### config.mk
export PLATFORM = sky130hd
export DESIGN_NAME = sparse_pair_producer
export DESIGN_NICKNAME = d
export VERILOG_FILES = /design/src/rtl/sparse_pkg.sv /design/src/rtl/sparse_slot_alloc.sv /design/src/rtl/sparse_pair_producer.sv
export SDC_FILE = /design/constraint.sdc
export NUM_CORES = 1
export LEC_CHECK = 0
export ABC_AREA = 1
export ABC_CLOCK_PERIOD_IN_PS = 5700
export BUFFER_PORTS_ARGS = -buffer_cell sky130_fd_sc_hd__buf_2
export CAP_MARGIN = 0
export CORE_MARGIN = 3
export CORE_UTILIZATION = 40
export DETAILED_ROUTE_END_ITERATION = 7
export PLACE_DENSITY = 0.68
export SLEW_MARGIN = 5
export SYNTH_ARGS = -nofsm -noshare
export SYNTH_HDL_FRONTEND = slang
export SYNTH_HIERARCHICAL = 1
export SYNTH_SLANG_ARGS = --single-unit
### constraint.sdc
create_clock -name clk -period 5.7 [get_ports clk]
set_input_delay 1.71 -clock clk [delete_from_list [all_inputs] [get_ports clk]]
set_output_delay 1.71 -clock clk [all_outputs]
set_load 0.1 [all_outputs]
### src/rtl/sparse_pkg.sv
// Shared types for the sparse MAC pair producer: buffer slot, stream element
// and producer FSM states.
package sparse_pkg;

    localparam int DATA_W = 16;
    localparam int IDX_W  = 8;

    typedef struct packed {
        logic              valid;
        logic [DATA_W-1:0] a;
        logic [DATA_W-1:0] b;
    } pair;

    typedef struct packed {
        logic [IDX_W-1:0]  idx;
        logic [DATA_W-1:0] data;
        logic              last;
    } sparse_elem;

    typedef enum logic [2:0] {
        ST_IDLE,
        ST_MERGE,
        ST_DRAIN_A,
        ST_DRAIN_B,
        ST_FLUSH
    } state_t;

endpackage

### src/rtl/sparse_slot_alloc.sv
// Lowest-free-slot finder for the pair buffer; purely combinational.
module sparse_slot_alloc #(
    parameter int N      = 4,
    parameter int SLOT_W = 2
) (
    input  logic [N-1:0]      free_mask,
    output logic              found,
    output logic [SLOT_W-1:0] idx
);

    always_comb begin
        found = |free_mask;
        idx   = '0;
        // Scan downwards so the lowest set bit is the last one written.
        for (int i = N - 1; i >= 0; i--) begin
            if (free_mask[i]) begin
                idx = SLOT_W'(i);
            end
        end
    end

endmodule

### src/rtl/sparse_pair_producer.sv
// Merge-joins two index-sorted sparse streams and deposits matching
// {a, b} operand pairs into free slots of the MAC pair buffer.
module sparse_pair_producer
    import sparse_pkg::*;
#(
    parameter int DATA_SIZE = DATA_W,
    parameter int IDX_SIZE  = IDX_W,
    parameter int N         = 4
) (
    input  logic                  clk,
    input  logic                  rst_n,
    input  logic                  start,
    input  logic                  a_valid,
    output logic                  a_ready,
    input  logic [IDX_SIZE-1:0]   a_idx,
    input  logic [DATA_SIZE-1:0]  a_data,
    input  logic                  a_last,
    input  logic                  b_valid,
    output logic                  b_ready,
    input  logic [IDX_SIZE-1:0]   b_idx,
    input  logic [DATA_SIZE-1:0]  b_data,
    input  logic                  b_last,
    output pair   [N-1:0]         buffer,
    input  logic [N-1:0]          consume,
    output logic [IDX_SIZE:0]     pair_count,
    output logic                  busy,
    output logic                  done
);

    localparam int SLOT_W = (N > 1) ? $clog2(N) : 1;

    state_t            state, state_next;
    sparse_elem        a_head, b_head;
    logic [N-1:0]      free_mask;
    logic              found;
    logic [SLOT_W-1:0] free_idx;
    logic              write_en;
    logic              done_next;
    logic              all_free;

    assign a_head = '{idx: a_idx, data: a_data, last: a_last};
    assign b_head = '{idx: b_idx, data: b_data, last: b_last};

    // Freedom comes from the registered valid only, so a slot consumed this
    // cycle cannot be rewritten on the same edge.
    always_comb begin
        for (int i = 0; i < N; i++) begin
            free_mask[i] = ~buffer[i].valid;
        end
    end

    assign all_free = &free_mask;
    assign busy     = (state != ST_IDLE);

    sparse_slot_alloc #(
        .N      (N),
        .SLOT_W (SLOT_W)
    ) u_alloc (
        .free_mask (free_mask),
        .found     (found),
        .idx       (free_idx)
    );

    always_comb begin
        state_next = state;
        a_ready    = 1'b0;
        b_ready    = 1'b0;
        write_en   = 1'b0;
        done_next  = 1'b0;
        unique case (state)
            ST_IDLE: begin
                if (start) begin
                    state_next = ST_MERGE;
                end
            end
            ST_MERGE: begin
                if (a_valid && b_valid) begin
                    if (a_head.idx < b_head.idx) begin
                        a_ready = 1'b1;
                    end else if (a_head.idx > b_head.idx) begin
                        b_ready = 1'b1;
                    end else if (found) begin
                        a_ready  = 1'b1;
                        b_ready  = 1'b1;
                        write_en = 1'b1;
                    end
                end
                // Readies in MERGE imply the matching valid, so these are pops.
                if (a_ready && a_head.last && b_ready && b_head.last) begin
                    state_next = ST_FLUSH;
                end else if (a_ready && a_head.last) begin
                    state_next = ST_DRAIN_B;
                end else if (b_ready && b_head.last) begin
                    state_next = ST_DRAIN_A;
                end
            end
            ST_DRAIN_A: begin
                a_ready = 1'b1;
                if (a_valid && a_head.last) begin
                    state_next = ST_FLUSH;
                end
            end
            ST_DRAIN_B: begin
                b_ready = 1'b1;
                if (b_valid && b_head.last) begin
                    state_next = ST_FLUSH;
                end
            end
            ST_FLUSH: begin
                if (all_free) begin
                    done_next  = 1'b1;
                    state_next = ST_IDLE;
                end
            end
            default: begin
                state_next = ST_IDLE;
            end
        endcase
    end

    always_ff @(posedge clk or negedge rst_n) begin
        if (!rst_n) begin
            state      <= ST_IDLE;
            done       <= 1'b0;
            pair_count <= '0;
        end else begin
            state <= state_next;
            done  <= done_next;
            if (state == ST_IDLE && start) begin
                pair_count <= '0;
            end else if (write_en) begin
                pair_count <= pair_count + 1'b1;
            end
        end
    end

    always_ff @(posedge clk or negedge rst_n) begin
        if (!rst_n) begin
            buffer <= '0;
        end else begin
            for (int i = 0; i < N; i++) begin
                if (write_en && free_idx == SLOT_W'(i)) begin
                    buffer[i] <= '{valid: 1'b1, a: a_data, b: b_data};
                end else if (consume[i]) begin
                    buffer[i].valid <= 1'b0;
                end
            end
        end
    end

endmodule

==> results by group, run 1 <==
Run status
  – Outcome: complete, no violations

Drt
  – DR iter-0 viols: 243
  – Total wire length: roughly 15,000 microns
  – TritonRoute pass-1 iters: 4
  – Drc violations: 0
  – Via density: approximately 4.7
  – Routed Antenna Nets: 0
  – Wirelength per Cell: 13.8 microns
  – DR vias: 4,895

STA
  – Tmin final: between 5000 and 6000 ps
  – Setup Skew: 7.49 ps
  – Fin crit share: 87.9%
  – Least-Margin Pin Slew: 792 ps
  – Final hold vios: 0
  – Achievable clock frequency: approximately 0.2 GHz
  – Fin worst setup slack: 691 ps
  – RSZ-0062 raised after global routing: no
  – Final setup fails: 0
  – Max_slew headroom: between 40 and 50%
  – Total negative slack: 0 ps
  – Slew Limit Fails: 0

Cells and area
  – Nets: 897
  – Finished Core Util: about 52%
  – Area grow syn2layout: 26.3%
  – Share of cells above drive strength 1: 37.3%
  – Diode count: 0

Floorplanning
  – Standard-cell rows: 45
  – IO Pins: 204
  – Chip Height: 131 microns
  – DIE WIDTH: 131 microns
  – Initial Util: 41.1%
  – Core ar.: 15,300 sq um
  – Die area: 17,200 sq um

CTS
  – Worst-Skew Late Latency: approximately 400 ps
  – Clk root buf: clkbuf_16
  – Post-CTS setup buffers: 0
  – CTS Sinks: ~150
  – Htree depth: 4
  – Clock Tree Buf Depth: 2
  – Post-CTS sizing: 0
  – Clock transition at path regs: roughly 60 ps
  – TritonCTS clock tree: yes
  – Hold_buf cts: 0
  – CTS Buf Count: 17

Global route
  – Initial antenna violation count: 0
  – First-pass GRT wire length: 24,500 microns
  – GRT overflow: 0
  – Largest net degree at the start of global routing: 67
  – Vias in the first global route: between 4,000 and 5,000
  – Total GRT Usage: 17.4%

Yosys
  – Top cells by area, synth: dfrtp_1, nand2_1, o21ai_2
  – Area of the mapped netlist: roughly 6300 sq um
  – Top post-synthesis cells by count: nand2_1, dfrtp_1, inv_1, o21ai_1, o21ai_2
  – Mapped Cells: around 630
  – Ys flop type: dfrtp_1
  – Post-synth ARST share: 100%
  – Share of the synthesized area in the top cell type: ~58%
  – Synth Warn #: 6
  – Syn_nets: 697
  – Post-synth EDFFs: 0
  – Number of synthesized register bits: about 150
  – Largest area contributor in the netlist: dfrtp_1
  – Mean area per synthesized cell: ~10 sq um
  – Yosys cell types: 30
  – Most common cell in the synthesized netlist: nand2_1
  – Post-synthesis sequential area ratio: 57.9%

Setup path
  – Crit path required time: between 3000 and 4000 ps
  – Startpoint types: input pin
  – Worst Path Max Fanout: 3
  – Critical path type: input pin to output port
  – Worst path arrival time: 3300 ps
  – Crit end category: output port

Job
  – Max Cap Violations: 0

Place
  – Setup Slack @ Placement: 681 ps
  – Placer congestion estimate: 0.808
  – PortBufs: 203
  – Final HPWL DP: 10,200 microns

Hold path
  – Worst min path class: flip-flop to flip-flop

Pwr
  – Leak pwr: 0.00444 uW
  – VDD IR max: 243 uV
  – Power per cell area: 468 nW/um^2
==> worst max-delay path, cell delays in order <==
cell     delay, ps
buf_2          100
ha_1           290
nand2_1         70
nor2_1         180
nand2_1        110
o21ai_0        230
a31o_2         190
buf_2          420
==> cell type report <==
type,instances,area (sq um)
fillers,1475,7340
flip-flops and latches,145,3630
multi-input cells,385,2090
repair buffers,210,1070
clock buffers,22,494
well taps,211,264
inverters,70,263
clock inverters,8,103
==> flip-flops by register name (all words and copies together), names as in the netlist <==
name / cells
pair_count: 9
buffer: 132
state: 3
done: 1
==> kinds of logic (layout without fill, tap and decap cells) <==
kind of cell               count (synthesis)  in the layout  share of synthesized area, %
adders and majority gates                  9              9                          1.80
DFF                                      145            145                          57.9
and+or+nand+nor                          220            220                          15.1
AOI/OAI and AO/OA                        151            151                          15.7
buffers and inverters                     99            310                          8.85
xor gates and xnor gates                   5              5                         0.699
==> power breakdown <==
group          total, uW  internal (uW)  leakage (uW)  switching, uW
Clock               1110            698      0.000290            409
Combinational       1370            210       0.00216           1160
Sequential          1230           1150       0.00199           81.2
==> worst paths after layout <==
path                            startpoint           to  slack, ps  cells after the start
worst max register to register    state[0]  buffer[117]       3350                     10
worst min-delay path            buffer[24]   buffer[24]        470                      2
worst min register to register  buffer[24]   buffer[24]        470                      2
max in group asynchronous            rst_n   buffer[56]       3460                      2
min in group asynchronous            rst_n   buffer[76]       1290                      1
worst max-delay path              a_idx[7]      a_ready        690                      8
==> metal layers <==
layer / wire [microns] / share of wire, % / global-route usage, % / up-vias
li1: - / - / - / 2446
met1: 6830 / 47 / 24.1 / 2283
met2: 6590 / 45 / 26.7 / 151
met3: 902 / 6.2 / 4.75 / 15
met4: 221 / 1.5 / 5.83 / 0
met5: 0 / 0 / 0 / -
==> placed cells by master (no fill, tap or decap), types with 4 or more instances in the layout <==
master / count
a21oi_1: 5
buf_2: 202
buf_4: 7
clkbuf_16: 17
clkbuf_8: 5
dfrtp_1: 145
ha_1: 9
inv_1: 66
inv_2: 4
nand2_1: 172
nand3_1: 16
nand3_2: 4
nand4_1: 4
nor2_1: 13
o21ai_0: 19
o21ai_1: 65
o21ai_2: 55
==> stage by stage <==
stage | power (uW) | cell area (sq um) | hold WS, ps | instances
2_1_floorplan | 2380 | 6270 | 492 | 629
6_report | 3710 | 7920 | 472 | 1051
5_1_grt | 3870 | 7920 | 500 | 1051
3_3_place_gp | 2620 | 7320 | 459 | 1021
3_5_place_dp | 2620 | 7320 | 462 | 1021
4_1_cts | 3740 | 7920 | 476 | 1051
(Power assumes the default switching activity.)
==> inputs of run 2 (changes only) <==
--- a/config.mk
+++ b/config.mk
@@ -12,7 +12,7 @@
 export CORE_MARGIN = 3
 export CORE_UTILIZATION = 40
 export DETAILED_ROUTE_END_ITERATION = 7
-export PLACE_DENSITY = 0.68
+export PLACE_DENSITY = 0.65
 export SLEW_MARGIN = 5
 export SYNTH_ARGS = -nofsm -noshare
 export SYNTH_HDL_FRONTEND = slang
==> run 2 against run 1 <==
Sequential share of layout area down 0.31 points. Hold slack gained 1.9 ps. Largest cell class unchanged. Largest power group unchanged. Count of clock-buffer cells in the layout down 2. Utilization grew 0.35 points. Power rose by 3.1%.
==> results by group, run 2 (synthesis gave the netlist of run 1 again) <==
Pwr
  – Sequential Power Share: about a third
  – Cell Int Power: 2140 uW
  – Comb pwr share: 36.0%
  – Total chip power: 3820 uW
  – Leak pwr: ~0.0045 uW
  – NetSw: 1680 uW
  – VDD IR max: 273 uV
  – Switching part of the total: 44.0%
  – Power per cell area: 480 nW/um^2
  – Clock Power Share: 31.8%

Setup path
  – Crit path required time: 3990 ps
  – R2r startpoint: state[2]
  – R2r setup slk: 3000 ps
  – Worst Path Max Fanout: 3
  – Worst path arrival time: 3300 ps
  – Critical path type: input pin to output port
  – R2R cell count: 9
  – RR Endpoint: buffer[93]
  – Crit end category: output port
  – Startpoint types: input pin

Floorplanning
  – IO Pins: 204
  – DIE WIDTH: 131 microns
  – Standard-cell rows: 45
  – Chip Height: 131 microns
  – Initial Util: roughly 40%
  – Core ar.: 15,300 sq um
  – Die area: 17,200 sq um

Drt
  – Via density: 4.64
  – Max Used Layer: met4
  – Wl on met1: 6840 microns
  – TritonRoute pass-1 iters: 4
  – Total wire length: 14,700 microns
  – Wirelength per Cell: 13.9 microns
  – DR vias: roughly 5,000
  – Met3 wire length: 918 microns
  – DR iter-0 viols: about 230
  – Drc violations: 0
  – Routed wl met2: 6730 microns
  – Routed Antenna Nets: 0

Cells and area
  – Nets: approximately 900
  – Commonest non-fill, non-tap cell in the layout: buf_2
  – Finished Core Util: 52.2%
  – Biggest regs: buffer (132), pair_count (9), state (3)
  – Most frequent cells in the layout: buf_2, nand2_1, dfrtp_1
  – Post-route insts no fill: 1,054
  – Area grow syn2layout: 27.2%
  – Share of cells above drive strength 1: 37.1%
  – Largest Register: buffer
  – Diode count: 0
  – Largest register FFs: 132

CTS
  – Clock Tree Buf Depth: 2
  – Htree depth: 4
  – TritonCTS clock tree: yes
  – Hold_buf cts: 0
  – Worst-Skew Late Latency: 410 ps
  – CTS Buf Count: 17
  – Post-CTS sizing: 0
  – Clk root buf: clkbuf_16
  – CTS Sinks: roughly 150
  – Post-CTS setup buffers: 0
  – Clock transition at path regs: 60 ps

STA
  – Slew Limit Fails: 0
  – RSZ-0062 raised after global routing: no
  – Fin crit share: 87.9%
  – Max_slew headroom: 38.8%
  – Tmin final: 5010 ps
  – Total negative slack: 0 ps
  – Final hold vios: 0
  – Least-Margin Pin Slew: 917 ps
  – Achievable clock frequency: 0.200 GHz
  – Final setup fails: 0
  – Setup Skew: between 5 and 6 ps

Place
  – Final HPWL DP: between 10,000 and 15,000 microns
  – Placer congestion estimate: 0.779
  – Placed cells: 1,022
  – PortBufs: between 200 and 250

Hold path
  – Worst min path class: flip-flop to flip-flop
  – Hold EP: buffer[33]
  – Hold Crit Start: buffer[33]
  – Hold Path Stages: 2

Job
  – Max Cap Violations: 0

Global route
  – First-pass GRT wire length: about 25,000 microns
  – GRT overflow: 0
  – Total GRT Usage: between 15 and 20%
  – Initial antenna violation count: 0
  – Largest net degree at the start of global routing: 60
  – Vias in the first global route: 4,719

Run status
  – Outcome: complete, no violations
==> run 2: through the flow <==
step	area, sq um	hold slack [ps]	worst slack [ps]
3_3_place_gp	7330	459	713
2_1_floorplan	6270	492	651
6_report	7970	474	689
5_1_grt	7970	492	515
4_1_cts	7970	479	681
3_5_place_dp	7330	464	690
==> run 2: worst max-delay path, cell delays in order <==
cell and delay, ps:
buf_2 80, inv_1 30, ha_1 280, nand2_1 70, nor2_1 170, nand2_1 110
o21ai_0 230, a31o_2 190, buf_2 420
==> run 2: layout make-up <==
type	instances	area (sq um)
fill	1435	7290
tap	211	264
clock buffer	20	437
sequential	145	3630
timing repair buffer	211	1080
inverter	70	263
clock inverter	12	206
multi-input combinational	385	2090
==> run 2: worst max path at each step <==
| stage | startpoint | endpoint | slack [ps] | depth (start not counted) |
|---|---|---|---|---|
| 3_5_place_dp | b_idx[7] | a_ready | 690 | 9 |
| 5_1_grt | b_idx[7] | a_ready | 520 | 9 |
| 3_3_place_gp | b_idx[7] | a_ready | 710 | 9 |
| 2_1_floorplan | b_idx[7] | b_ready | 650 | 8 |
| 6_report | b_idx[7] | a_ready | 690 | 9 |
| 4_1_cts | b_idx[7] | a_ready | 680 | 9 |
==> run 2: power by group through the flow <==
stage               logic (uW)  registers (uW)  clock network, uW
floorplan                  348            2030                  0
global placement          1370            1250                  0
detailed placement        1380            1250                  0
CTS                       1380            1230               1240
global route              1440            1250               1290
finish                    1370            1230               1220
==> run 2: metal layers <==
metal	GRT usage, %	vias to the layer above
met5	0	-
li1	-	2441
met1	24.7	2280
met2	26.8	155
met4	5.43	0
met3	4.52	12
==> inputs of run 3 (changes only) <==
--- a/config.mk
+++ b/config.mk
@@ -12,6 +12,7 @@
 export CORE_MARGIN = 3
 export CORE_UTILIZATION = 40
 export DETAILED_ROUTE_END_ITERATION = 7
+export GPL_TIMING_DRIVEN = 0
 export PLACE_DENSITY = 0.65
 export SLEW_MARGIN = 5
 export SYNTH_ARGS = -nofsm -noshare
==> run 3 against run 2 <==
Die area is the same. Critical path depth stayed put. Combinational power about the same. Critical path type unchanged. Critical endpoint unchanged.
==> results by group, run 3 (synthesis gave the netlist of run 1 again) <==
Run status
  – Outcome: complete, no violations

Setup path
  – Critical path type: input pin to output port
  – CP startpoint: b_idx[7]
  – WP buf/inv: 3
  – Worst path max stage delay: 420 ps
  – R2R cell count: 9
  – Cell Chain, Critical Path: buf_2 -> inv_1 -> ha_1 -> nand2_1 -> nor2_1 -> nand2_1 -> o21ai_0 -> a31o_2 -> buf_2
  – Crit end category: output port
  – RR Endpoint: buffer[36]
  – CP max stage cell: buf_2
  – Top delay family on crit path: buffers and inverters
  – R2r startpoint: state[0]
  – R2r setup slk: 3810 ps
  – Crit path required time: ~4000 ps
  – Startpoint types: input pin
  – Worst path arrival time: 3320 ps
  – Worst Path Max Fanout: 3

Drt
  – DR iter-0 viols: approximately 260
  – Drc violations: 0
  – Wl on met1: 7670 microns
  – DR vias: 5,038
  – TritonRoute pass-1 iters: 4
  – Via density: 4.69
  – Met3 wire length: around 1100 microns
  – Max Used Layer: met4
  – Routed Antenna Nets: 0
  – Total wire length: between 15,000 and 20,000 microns
  – Wirelength per Cell: 15.2 microns
  – Routed wl met2: 7420 microns

Cells and area
  – Diode count: 0
  – Most frequent cells in the layout: buf_2, nand2_1, dfrtp_1
  – Post-route insts no fill: 1,074
  – Nets: 920
  – Share of cells above drive strength 1: 38.4%
  – Area grow syn2layout: 30.7%
  – Largest Register: buffer
  – Fill cells: 1,464
  – Commonest non-fill, non-tap cell in the layout: buf_2
  – Biggest regs: buffer (132), pair_count (9), state (3)
  – Area taken by multi-input logic gates: 2090 sq um
  – Largest register FFs: 132
  – Final Cell Area: 8190 sq um
  – Sequential Area: 3630 sq um

Place
  – Area post-placement: 7580 sq um
  – Placed cells: 1,044
  – Placer congestion estimate: 0.813
  – Final HPWL DP: 11,900 microns
  – PortBufs: 203

Pwr
  – Total chip power: 3750 uW
  – Switching part of the total: 44.5%
  – Leak pwr: 0.00457 uW
  – Cell Int Power: approximately 2100 uW
  – VDD IR max: 310 uV
  – Comb pwr share: 36.8%
  – NetSw: 1670 uW
  – Clock Power Share: between 30% and 40%
  – Sequential Power Share: between 30% and 40%
  – Power per cell area: 459 nW/um^2

CTS
  – Post-CTS sizing: 0
  – TritonCTS clock tree: yes
  – CTS Sinks: 145
  – Clk root buf: clkbuf_16
  – CTS Buf Count: 17
  – Post-CTS setup buffers: 0
  – Hold_buf cts: 0
  – Worst-Skew Late Latency: between 400 and 500 ps
  – Htree depth: 4
  – Clock Tree Buf Depth: 2
  – Clock transition at path regs: 60 ps

STA
  – Tmin final: 5030 ps
  – Final hold vios: 0
  – Setup Skew: 6.31 ps
  – Final setup fails: 0
  – Total negative slack: 0 ps
  – Least-Margin Pin Slew: 583 ps
  – Slew Limit Fails: 0
  – Fin crit share: between 80 and 90%
  – Achievable clock frequency: 0.199 GHz
  – Max_slew headroom: 61.1%
  – RSZ-0062 raised after global routing: no

Global route
  – Vias in the first global route: 5,007
  – Initial antenna violation count: 0
  – Total GRT Usage: 19.5%
  – Largest net degree at the start of global routing: between 80 and 90
  – First-pass GRT wire length: 27,000 microns
  – GRT overflow: 0

Floorplanning
  – Chip Height: 131 microns
  – Initial Util: ~40%
  – IO Pins: a little over 200
  – Die area: 17,200 sq um
  – Core ar.: 15,300 sq um
  – DIE WIDTH: 131 microns
  – Standard-cell rows: 45

Hold path
  – Hold EP: buffer[129]
  – Hold Crit Start: buffer[129]
  – Worst min path class: flip-flop to flip-flop
  – Hold Path Stages: 2

Job
  – Max Cap Violations: 0
-- run 3: how the worst max path moves through the flow --
stage	cells after the start	slack [ps]	to
global route	9	480	a_ready
detailed placement	9	670	a_ready
global placement	9	660	a_ready
CTS	9	660	a_ready
floorplan	8	650	b_ready
finish	9	670	a_ready
-- run 3: power by group through the flow --
stage	clock network [uW]	logic, uW	registers (uW)
after global placement	0	1380	1250
after detailed placement	0	1390	1250
final	1140	1380	1240
after floorplan	0	348	2030
after CTS	1150	1390	1230
after global routing	1200	1450	1250
-- run 3: final cells by class --
cell class              instances  area share [%]
clock buffers                  22            5.79
clock inverters                 8            1.56
well taps                     211            3.22
inverters                      70            3.21
repair buffers                204            12.8
flip-flops and latches        145            44.3
plain buffers                  29            3.56
multi-input cells             385            25.5
-- run 3: metrics by stage --
stage          worst slack [ps]  util [%]  hold WS, ps
2_1_floorplan               651         -          492
3_3_place_gp                655      49.5          459
3_5_place_dp                673      49.7          463
4_1_cts                     664      53.7          477
5_1_grt                     480      53.7          491
6_report                    667      53.7          477
-- run 3: routing by layer --
| layer | track usage, % | up-vias |
|---|---|---|
| li1 | - | 2484 |
| met4 | 4.49 | 0 |
| met5 | 0 | - |
| met3 | 6.05 | 14 |
| met1 | 27.4 | 2380 |
| met2 | 29.9 | 160 |
-- run 3: tightest hold or removal path, stage by stage (launching register included) --
cell	delay, ps
dfrtp_1	330
nand2_1	60
o21ai_2	50
